$ cat src/rtl/biquad_coeff_sequencer.sv
// biquad_coeff_sequencer: WB master loading biquad coefficient batches, then pulsing the chain reset.
// Define BQ_SEQ_READBACK_EN to verify every write with a read of the same address.
module biquad_coeff_sequencer #(
  parameter int ADR_W      = 8,
  parameter int TIMEOUT    = 255,
  parameter int MAX_RETRY  = 3,
  parameter int RST_CYCLES = 16
) (
  input  logic             wb_clk_i,
  input  logic             wb_rst_i,
  input  logic             cmd_valid_i,
  output logic             cmd_ready_o,
  input  logic [ADR_W-1:0] cmd_adr_i,
  input  logic [31:0]      cmd_dat_i,
  input  logic             cmd_last_i,
  output logic             wb_cyc_o,
  output logic             wb_stb_o,
  output logic             wb_we_o,
  output logic [ADR_W-1:0] wb_adr_o,
  output logic [31:0]      wb_dat_o,
  output logic [3:0]       wb_sel_o,
  input  logic [31:0]      wb_dat_i,
  input  logic             wb_ack_i,
  input  logic             wb_err_i,
  input  logic             wb_rty_i,
  output logic             bq_reset_o,
  output logic             busy_o,
  output logic             done_o,
  output logic             error_o,
  output logic [15:0]      wr_count_o
);
  typedef enum logic [2:0] {IDLE, ISSUE, RETRY, DRAIN, RSTP, DONE, RDBK} state_e;
  localparam logic [15:0] TMO_L = 16'(TIMEOUT);
  localparam logic [15:0] RST_L = 16'(RST_CYCLES);
  localparam logic [15:0] MR_L  = 16'(MAX_RETRY);
  state_e           state_q, state_d;
  logic [ADR_W-1:0] adr_q, adr_d;
  logic [31:0]      dat_q, dat_d;
  logic [15:0]      tmo_q, tmo_d, att_q, att_d, cnt_q, cnt_d, cnt_inc;
  logic             last_q, last_d, busy_q, busy_d, err_q, err_d, rdy_q, rdy_d;
  logic             hs, fail, bus_act;
  assign hs      = cmd_valid_i & rdy_q;
  assign fail    = wb_err_i | wb_rty_i | (tmo_q == TMO_L - 16'd1);
  assign cnt_inc = cnt_q + {15'd0, ~&cnt_q};
  always_ff @(posedge wb_clk_i) begin
    if (wb_rst_i) begin
      state_q <= IDLE;
      adr_q   <= '0;
      dat_q   <= '0;
      tmo_q   <= '0;
      att_q   <= '0;
      cnt_q   <= '0;
      last_q  <= 1'b0;
      busy_q  <= 1'b0;
      err_q   <= 1'b0;
      rdy_q   <= 1'b0;
    end else begin
      state_q <= state_d;
      adr_q   <= adr_d;
      dat_q   <= dat_d;
      tmo_q   <= tmo_d;
      att_q   <= att_d;
      cnt_q   <= cnt_d;
      last_q  <= last_d;
      busy_q  <= busy_d;
      err_q   <= err_d;
      rdy_q   <= rdy_d;
    end
  end
  always_comb begin
    state_d = state_q;
    adr_d   = adr_q;
    dat_d   = dat_q;
    tmo_d   = tmo_q;
    att_d   = att_q;
    cnt_d   = cnt_q;
    last_d  = last_q;
    busy_d  = busy_q;
    err_d   = err_q;
    case (state_q)
      IDLE: if (hs) begin
        adr_d   = cmd_adr_i;
        dat_d   = cmd_dat_i;
        last_d  = cmd_last_i;
        att_d   = '0;
        tmo_d   = '0;
        busy_d  = 1'b1;
        cnt_d   = busy_q ? cnt_q : '0;
        state_d = ISSUE;
      end
      ISSUE: begin
        tmo_d = tmo_q + 16'd1;
`ifdef BQ_SEQ_READBACK_EN
        if (wb_ack_i) begin
          tmo_d   = '0;
          state_d = RDBK;
        end else if (fail) state_d = RETRY;
`else
        if (wb_ack_i) begin
          tmo_d   = '0;
          cnt_d   = cnt_inc;
          state_d = last_q ? RSTP : IDLE;
        end else if (fail) state_d = RETRY;
`endif
      end
`ifdef BQ_SEQ_READBACK_EN
      RDBK: begin
        tmo_d = tmo_q + 16'd1;
        if (wb_ack_i && wb_dat_i == dat_q) begin
          tmo_d   = '0;
          cnt_d   = cnt_inc;
          state_d = last_q ? RSTP : IDLE;
        end else if (wb_ack_i || fail) state_d = RETRY;
      end
`endif
      RETRY: if (att_q < MR_L) begin
        att_d   = att_q + 16'd1;
        tmo_d   = '0;
        state_d = ISSUE;
      end else begin
        err_d   = 1'b1;
        state_d = last_q ? DONE : DRAIN;
      end
      DRAIN: state_d = (hs && cmd_last_i) ? DONE : DRAIN;
      RSTP: begin
        tmo_d   = tmo_q + 16'd1;
        state_d = (tmo_q == RST_L - 16'd1) ? DONE : RSTP;
      end
      default: state_d = IDLE;
    endcase
    busy_d = (state_d == DONE) ? 1'b0 : busy_d;
    // Registered ready stays low for the first cycle after reset.
    rdy_d  = (state_d == IDLE) || (state_d == DRAIN);
  end
  always_comb begin
    bus_act    = (state_q == ISSUE) || (state_q == RDBK);
    wb_cyc_o   = bus_act;
    wb_stb_o   = bus_act;
`ifdef BQ_SEQ_READBACK_EN
    wb_we_o    = state_q == ISSUE;
`else
    wb_we_o    = 1'b1;
`endif
    bq_reset_o = state_q == RSTP;
    done_o     = state_q == DONE;
  end
`ifndef BQ_SEQ_READBACK_EN
  logic unused_rd;
  assign unused_rd = ^wb_dat_i;
`endif
  assign cmd_ready_o = rdy_q;
  assign wb_adr_o    = adr_q;
  assign wb_dat_o    = dat_q;
  assign wb_sel_o    = 4'hF;
  assign busy_o      = busy_q;
  assign error_o     = err_q;
  assign wr_count_o  = cnt_q;
endmodule

$ cat config.mk
export PLATFORM = sky130hd
export DESIGN_NAME = biquad_coeff_sequencer
export DESIGN_NICKNAME = d
export VERILOG_FILES = /design/src/rtl/biquad_coeff_sequencer.sv
export SDC_FILE = /design/constraint.sdc
export NUM_CORES = 1
export LEC_CHECK = 0
export CAP_MARGIN = 30
export CELL_PAD_IN_SITES_DETAIL_PLACEMENT = 0
export CELL_PAD_IN_SITES_GLOBAL_PLACEMENT = 2
export CORE_MARGIN = 10
export CORE_UTILIZATION = 30
export DETAILED_ROUTE_END_ITERATION = 16
export DONT_BUFFER_PORTS = 1
export HOLD_SLACK_MARGIN = 0.15
export PLACE_DENSITY_LB_ADDON = 0.08
export SYNTH_ARGS = -nofsm -noshare
export SYNTH_HDL_FRONTEND = slang
export SYNTH_SLANG_ARGS = --single-unit
$ cat constraint.sdc
create_clock -name wb_clk_i -period 5.1 [get_ports wb_clk_i]
set_clock_uncertainty 0.1 [all_clocks]
set_input_delay 0.51 -clock wb_clk_i [delete_from_list [all_inputs] [get_ports wb_clk_i]]
set_output_delay 0.51 -clock wb_clk_i [all_outputs]
set_load 0.05 [all_outputs]
==> impl_metrics.toml, run 1 <==
[outcome]
status = "completed"

[clock_tree]
htree_levels = 3
clock-sinks = 95
cts_setup_buffers = 0
clk_latency_ps = 350
cts_tree = "built"
cts_resized = 0
clk_pin_slew_ps = 70
cts-root-buf = "clkbuf_16"
cts_buffer_depth = 2
cts_made_buffers = 9
ctsHoldBuffers = 1

[global_routing]
grt_max_degree = 56
grt-busiest-layer = "met2"
gr-usage-met1_pct = 13.4
grt_pass1_wl_mm = 17.0
grt.met2_usage_pct = 17.7
antenna_found_initial = 0
grt_pass1_vias = 3014
grt-ovfl-total = 0
grt.met3_usage_pct = 6.01
track_usage_pct = 11.5

[sta]
slew_violations = 0
worst_pin_slew_ps = 941
rsz0062_at_grt = "no"
period_share_pct = 53.4
finalSetupViolCount = 0
finalCriticalPeriod_ps = 2730
fmax_mhz = 367
tns_ps = 0
slew_headroom_pct = 37.0
hold_violations = 0

[detailed_routing]
wl_per_cell_um = 17.6
first_pass_iters = 4
vias_per_cell = 4.86
drtAntennaViolNets = 0
finalWirelength_mm = 11.2
vias = 3088
drc_errors = 0
drt_iter0_drc = 153

[power_and_ir_drop]
p_leak_nw = 1.53
pwr-share-comb_pct = 6.8
seqPwrFrac_pct = 49.3
p_switching_uw = 474
power_density_mw_per_mm2 = 376
power_frac_clock_pct = 43.9
p_int_mw = 1.26
ir_drop_uv = 149
p_sw_share_pct = 27.3

[synthesis]
synth-seq-cells = 95
synthArstFlopShare_pct = 0
yosysSeqAreaShare_pct = 45.9
synthFlopType = "dfxtp_1"
syn_avg_cell_area_um2 = 8.88
synthCells = 467
synth.distinct_cells = 52
netlist_area_mm2 = 0.00415
synth_edf_count = 0
yosysWarnings = 0

[finish]
mostFrequentLayoutCell = "nand2_1"
final_cell_mix = "nand2_1 (99), dfxtp_1 (95), a21oi_1 (53)"
finalNetCount = 538
finalNonFillerCells = 635
diodes = 0
drive_above_1_share_pct = 11.5
area_growth_pct = 11.2

[die]
die_area_mm2 = 0.0189
fp.dieH_um = 138
initial_core_util_pct = 31.0
ios = 147
rows = 42
die_w_um = 138
core_area_mm2 = 0.0134

[setup_path]
worstSetupStartpointType = "flop"
r2r_end = "tmo_q[8]"
worstSetupEndpoint = "tmo_q[8]"
crit_type = "flop to flop"
cp.required_ps = 5200
cp-end-kind = "flop"
rr_worst_depth = 5
r2r_slack_ps = 2370
rr_startpoint = "cmd_ready_o"
path_max_fanout = 13
crit_start = "cmd_ready_o"
worstPathArrival_ps = 2830

[placed_design]
dp.cells = 618
hpwl_mm = 7.76
io_buffers = 0
globalplace.congestion = 0.712

[hold_path]
hold_path_class = "input pin to flop"

[job]
drv_cap = 0
==> per-stage QoR <==
| stage | setup slack, ps | util (%) | area, um^2 | power [mW] | hold slack (ps) |
|---|---|---|---|---|---|
| floorplan | 2700 | - | 4160 | 0.964 | 331 |
| global placement | 2300 | 31.5 | 4230 | 0.979 | 343 |
| detailed placement | 2340 | 31.7 | 4250 | 0.983 | 345 |
| CTS | 2310 | 34.4 | 4610 | 1.77 | 171 |
| global route | 2120 | 34.4 | 4610 | 1.81 | 172 |
| finish | 2370 | 34.4 | 4610 | 1.73 | 188 |
==> synth_stat cells (all sizes together), types with 9 or more instances <==
master / n / area, um^2
and2: 12 / 75.1
xor2: 12 / 105
a21oi: 55 / 283
xnor2: 12 / 105
nand3: 16 / 80.1
dfxtp: 95 / 1900
clkbuf: 11 / 41.3
nand2: 99 / 372
a2111oi: 9 / 160
nor2: 35 / 146
buf: 21 / 141
==> metal layers <==
| layer | wire, um | up-vias |
|---|---|---|
| li1 | - | 1572 |
| met1 | 4870 | 1417 |
| met2 | 5000 | 89 |
| met3 | 1170 | 10 |
| met4 | 144 | 0 |
| met5 | 0 | - |
==> power groups by stage <==
stage               Combinational (mW)  Clock, mW  Sequential, mW
global route                     0.132      0.817           0.859
floorplan                        0.102          0           0.862
CTS                              0.120      0.793           0.856
finish                           0.118      0.762           0.854
global placement                 0.106          0           0.873
detailed placement               0.110          0           0.873
==> registers in the layout (all words and copies together), names as in the netlist <==
register / cells
last_q: 1
state_q: 3
wb_adr_o: 8
att_q: 16
error_o: 1
busy_o: 1
wr_count_o: 16
wb_dat_o: 32
tmo_q: 16
cmd_ready_o: 1
==> logic make-up (layout without fill, tap and decap cells) <==
group / after synthesis / in the layout / synth area share, %
other cells: 1 / 5 / 0.0904
fa+ha+maj: 6 / 6 / 1.78
simple gates: 213 / 213 / 26.0
compound gates: 89 / 89 / 15.7
buf+inv: 36 / 24 / 4.77
xor+xnor: 24 / 24 / 5.07
mux: 3 / 3 / 0.724
flops: 95 / 95 / 45.9
==> critical path, stage by stage (launching register included) <==
cell and delay, ps:
dfxtp_1 790, nand2_1 260, a21o_1 420, a21o_1 290, o21bai_2 610, nor2_1 110
==> how the worst min path moves through the flow <==
| stage | startpoint | to | slack (ps) | depth (start not counted) |
|---|---|---|---|---|
| 2_1_floorplan | att_q[15] | att_q[15] | 330 | 1 |
| 3_3_place_gp | att_q[15] | att_q[15] | 340 | 1 |
| 3_5_place_dp | att_q[15] | att_q[15] | 350 | 1 |
| 4_1_cts | cmd_dat_i[16] | wb_dat_o[16] | 170 | 2 |
| 5_1_grt | cmd_dat_i[6] | wb_dat_o[6] | 170 | 2 |
| 6_report | cmd_dat_i[7] | wb_dat_o[7] | 190 | 2 |
==> final cells by class <==
cell class | instances | area (um^2)
Clock buffer | 11 | 253
Clock inverter | 5 | 85.1
Inverter | 4 | 15.0
Fill cell | 1408 | 8790
Sequential cell | 95 | 1900
Tap cell | 176 | 220
Multi-Input combinational cell | 340 | 2070
Timing Repair Buffer | 4 | 62.6
Note: power is estimated with default switching activity, not from simulation.
==> inputs of run 2 (changes only) <==
==> constraint.sdc (replaced) <==
create_clock -name wb_clk_i -period 2.4 [get_ports wb_clk_i]
set_clock_uncertainty 0.1 [all_clocks]
set_input_delay 0.24 -clock wb_clk_i [delete_from_list [all_inputs] [get_ports wb_clk_i]]
set_output_delay 0.24 -clock wb_clk_i [all_outputs]
set_load 0.05 [all_outputs]
==> run 2 against run 1 <==
Against the previous run:
- sequential share of layout area down 4.8 points
- fmax up 23%
- final cell count up 11%
- non-clock buffer count up 74
- worst hold slack worse by 14 ps
- combinational power rose to 3.1 times the previous value
- final area up 13%
- global-route usage up 0.49 points
==> impl_metrics.toml, run 2 (synthesized netlist as in run 1, its figures left out) <==
[outcome]
status = "completed"

[hold_path]
hold_depth = 3
holdPathEnd = "state_q[1]"
min_from = "wb_rty_i"
hold_path_class = "input pin to flop"

[die]
fp.dieH_um = 138
ios = 147
core_area_mm2 = 0.0134
initial_core_util_pct = 31.0
die_w_um = 138
die_area_mm2 = 0.0189
rows = 42

[finish]
drive_above_1_share_pct = 15.2
area_growth_pct = 25.7
finalNetCount = 612
finalNonFillerCells = 708
seq_area_mm2 = 0.00190
mostFrequentLayoutCell = "nand2_1"
diodes = 0
final_cell_mix = "nand2_1 (99), dfxtp_1 (95), a21oi_1 (53)"
multiInputGateArea_mm2 = 0.00207
fillCellCount = 1396
largest_register_ffs = 32
final_area_mm2 = 0.00522

[setup_path]
path_max_fanout = 16
crit_chain = "ha_1 -> nor4_2 -> nand4_4 -> a2111oi_2 -> xnor2_1 -> nor2_2"
r2r_slack_ps = 190
r2r_end = "tmo_q[15]"
crit_path_max_incr_delay_ps = 590
crit_start = "att_q[0]"
rr_startpoint = "att_q[0]"
worstPathArrival_ps = 2350
crit_slowest_cell = "a2111oi_2"
rr_worst_depth = 6
critPathBufInv = 0
crit_type = "flop to flop"
cp.required_ps = 2540
critPathTopFamily = "simple AND/OR/NAND/NOR gates"
cp-end-kind = "flop"
worstSetupStartpointType = "flop"

[global_routing]
grt_max_degree = 58
track_usage_pct = 12.0
grt_pass1_vias = 3312
grt_pass1_wl_mm = 17.9
antenna_found_initial = 0
grt-ovfl-total = 0

[clock_tree]
htree_levels = 3
cts_buffer_depth = 2
ctsHoldBuffers = 45
cts_setup_buffers = 0
clk_pin_slew_ps = 70
cts_made_buffers = 9
cts_resized = 0
clk_latency_ps = 340
cts-root-buf = "clkbuf_16"
cts_tree = "built"
clock-sinks = 95

[sta]
slew_headroom_pct = 60.6
slew_violations = 0
hold_violations = 0
rsz0062_at_grt = "no"
tns_ps = 0
fmax_mhz = 452
period_share_pct = 92.1
worst_pin_slew_ps = 591
finalCriticalPeriod_ps = 2210
finalSetupViolCount = 0

[job]
drv_cap = 0

[detailed_routing]
drt_iter0_drc = 154
finalWirelength_mm = 11.5
drtAntennaViolNets = 0
vias = 3385
drc_errors = 0
vias_per_cell = 4.78
first_pass_iters = 4
wl_per_cell_um = 16.3

[power_and_ir_drop]
power_density_mw_per_mm2 = 672
p_leak_nw = 1.85
pwr-share-comb_pct = 10.3
power_frac_clock_pct = 38.6
p_int_mw = 2.52
p_switching_uw = 985
p_sw_share_pct = 28.1
ir_drop_uv = 278
seqPwrFrac_pct = 51.0

[placed_design]
globalplace.congestion = 0.704
io_buffers = 0
dpl_cell_area_mm2 = 0.00447
hpwl_mm = 8.01
dp.cells = 648
## run 2: changes by cell type in the layout (fill, tap and decap cells not counted), sizes merged
cell,before,now
buf,4,34
bufinv,2,0
clkbuf,11,12
clkinv,0,3
clkinvlp,1,0
dlygate4sd3,0,44
inv,6,4
## run 2: worst max path at each step
stage / to / slack, ps / cells past startpoint
6_report: tmo_q[15] / 190 / 6
5_1_grt: tmo_q[15] / 20 / 6
4_1_cts: tmo_q[15] / 150 / 6
3_5_place_dp: tmo_q[15] / 200 / 6
3_3_place_gp: wr_count_o[8] / 170 / 10
2_1_floorplan: wr_count_o[15] / 10 / 9
## run 2: power by group through the flow
| stage | logic, mW | clock network (mW) | registers, mW |
|---|---|---|---|
| floorplan | 0.217 | 0 | 1.83 |
| global placement | 0.282 | 0 | 1.82 |
| detailed placement | 0.285 | 0 | 1.83 |
| CTS | 0.368 | 1.42 | 1.79 |
| global route | 0.401 | 1.47 | 1.79 |
| finish | 0.362 | 1.35 | 1.79 |
## run 2: through the flow
| stage | util (%) | total power [mW] | hold WS, ps | setup WS [ps] |
|---|---|---|---|---|
| 3_3_place_gp | 33.4 | 2.11 | 221 | 165 |
| 6_report | 38.9 | 3.50 | 174 | 190 |
| 5_1_grt | 38.9 | 3.66 | 193 | 17.1 |
| 2_1_floorplan | - | 2.05 | 276 | 9.98 |
| 3_5_place_dp | 33.4 | 2.11 | 223 | 204 |
| 4_1_cts | 38.9 | 3.57 | 153 | 151 |
## run 2: layout make-up
cell class / count / area share (%)
Timing Repair Buffer: 78 / 14.0
Inverter: 4 / 0.288
Clock inverter: 3 / 0.360
Multi-Input combinational cell: 340 / 39.8
Clock buffer: 12 / 4.92
Sequential cell: 95 / 36.5
Tap cell: 176 / 4.22
## run 2: routing by layer
layer | track usage, % | wire length (um)
met5 | 0 | 0
met4 | 4.92 | 148
met3 | 4.08 | 1120
met2 | 18.6 | 5230
met1 | 14.8 | 5010
## run 2: worst register-to-register path, delay by kind of cell (launching register included)
family	cells	cell delay, ps
adder cells (fa/ha/maj)	1	250
AND/OR/NAND/NOR	3	630
XOR/XNOR	1	190
AO/OA/AOI/OAI	1	600
flip-flops	1	330
==> inputs of run 3 (changes only) <==
--- a/config.mk
+++ b/config.mk
@@ -14,6 +14,7 @@
 export DONT_BUFFER_PORTS = 1
 export HOLD_SLACK_MARGIN = 0.15
 export PLACE_DENSITY_LB_ADDON = 0.08
+export RECOVER_POWER = 100
 export SYNTH_ARGS = -nofsm -noshare
 export SYNTH_HDL_FRONTEND = slang
 export SYNTH_SLANG_ARGS = --single-unit
==> run 3 against run 2 <==
Against the previous run:
- highest routed layer unchanged
- critical path type unchanged
- worst hold slack worse by 7.2 ps
- largest cell class unchanged
- sequential share of layout area is 0.64 points higher
- sequential power hardly changed
- combinational power is 4% lower
- final area is 1.7% lower
- sequential cell count stayed put
- final cell count stayed put
- first-iteration DRC count is 0.65% lower
- largest power group unchanged
- via count is 0.30% higher
==> impl_metrics.toml, run 3 (synthesized netlist as in run 1, its figures left out) <==
[clock_tree]
cts_tree = "built"
clk_pin_slew_ps = 60
clock-sinks = 95
cts_resized = 0
cts_buffer_depth = 2
cts-root-buf = "clkbuf_16"
clk_latency_ps = 340
cts_made_buffers = 9
htree_levels = 3

[sta]
slew_violations = 0
period_share_pct = 92.6
fmax_mhz = 450
rsz0062_at_grt = "no"
hold_violations = 0
finalSetupViolCount = 0
holdWs_ps = 167
tns_ps = 0
finalCriticalPeriod_ps = 2220
finalWorstSetupSlack_ps = 178
slew_headroom_pct = 48.8
worst_pin_slew_ps = 768

[detailed_routing]
vias = 3395
drtAntennaViolNets = 0
drc_errors = 0
finalWirelength_mm = 11.6
vias_per_cell = 4.80
first_pass_iters = 4
drt_iter0_drc = 153
wl_per_cell_um = 16.3

[finish]
diodes = 0
finalNetCount = 612
final_cell_mix = "nand2_1 (99), dfxtp_1 (95), a21oi_1 (53)"
drive_above_1_share_pct = 11.8
final_util_pct = 38.2
multiInputGateArea_mm2 = 0.00206
mostFrequentLayoutCell = "nand2_1"
fillCellCount = 1405
seq_area_mm2 = 0.00190
largest_register_ffs = 32
final_area_mm2 = 0.00512
area_growth_pct = 23.6

[setup_path]
worstPathArrival_ps = 2320
worstSetupStartpointType = "flop"
critPathTopFamily = "simple AND/OR/NAND/NOR gates"
crit_chain = "nor4_1 -> and4_1 -> nor3_1 -> a211o_1 -> a2111oi_0"
crit_type = "flop to flop"
path_max_fanout = 6
cp.required_ps = 2490
cp-end-kind = "flop"
crit_path_max_incr_delay_ps = 470
critPathBufInv = 0
crit_slowest_cell = "nor4_1"

[job]
drv_cap = 0

[hold_path]
hold_path_class = "input pin to flop"

[die]
ios = 147
rows = 42
initial_core_util_pct = 31.0
die_area_mm2 = 0.0189
core_area_mm2 = 0.0134
fp.dieH_um = 138
die_w_um = 138

[global_routing]
grt_pass1_vias = 3312
track_usage_pct = 12.0
grt_max_degree = 58
grt_pass1_wl_mm = 17.9
antenna_found_initial = 0
grt-ovfl-total = 0

[power_and_ir_drop]
power_density_mw_per_mm2 = 680
p_sw_share_pct = 28.1
seqPwrFrac_pct = 51.3
pwr-share-comb_pct = 10.0
p_leak_nw = 1.77
power_frac_clock_pct = 38.8
p_int_mw = 2.51
ir_drop_uv = 279
p_switching_uw = 980

[placed_design]
globalplace.congestion = 0.704
dp_slack_ps = 204
io_buffers = 0
hpwl_mm = 8.01
dpl_cell_area_mm2 = 0.00447

[outcome]
status = "completed"
==> run 3: final cells by class <==
type	count	area share (%)
Timing Repair Buffer	78	12.8
Clock buffer	12	5.00
Clock inverter	3	0.366
Sequential cell	95	37.1
Multi-Input combinational cell	340	40.1
Tap cell	176	4.30
Inverter	4	0.293
==> run 3: final timing paths <==
kind | slack, ps | cells past startpoint | start | endpoint
min reg2reg | 360 | 1 | att_q[15] | att_q[15]
max | 180 | 5 | tmo_q[8] | cmd_ready_o
max reg2reg | 180 | 5 | tmo_q[8] | cmd_ready_o
min | 170 | 3 | wb_rty_i | cmd_ready_o
==> run 3: power groups by stage <==
stage                     logic (mW)  registers (mW)  clock network, mW
final                          0.348            1.79               1.35
after floorplan                0.217            1.83                  0
after detailed placement       0.285            1.83                  0
after CTS                      0.368            1.79               1.42
after global placement         0.282            1.82                  0
after global routing           0.386            1.79               1.47
==> run 3: stage by stage <==
| stage | std cells | power [mW] |
|---|---|---|
| floorplan | 471 | 2.05 |
| global placement | 648 | 2.11 |
| detailed placement | 648 | 2.11 |
| CTS | 708 | 3.57 |
| global route | 708 | 3.65 |
| finish | 708 | 3.49 |
==> run 3: metal layers <==
layer | vias to the layer above | global-route usage (%) | part of all wire (%)
met4 | 0 | 4.92 | 1.3
met5 | - | 0 | 0
met1 | 1566 | 14.8 | 45
met2 | 89 | 18.6 | 45
met3 | 15 | 4.08 | 8.8
li1 | 1725 | - | -
==> run 3: worst min-delay path: stages <==
cell,delay (ps)
nor3_1,70
nor3_1,140
a2111oi_0,100
==> run 3: repair_timing <==
action / in CTS / in global routing
hold endpoints to repair: 75 / 0
hold buffers: 45 / 0
setup buffers: 0 / 0
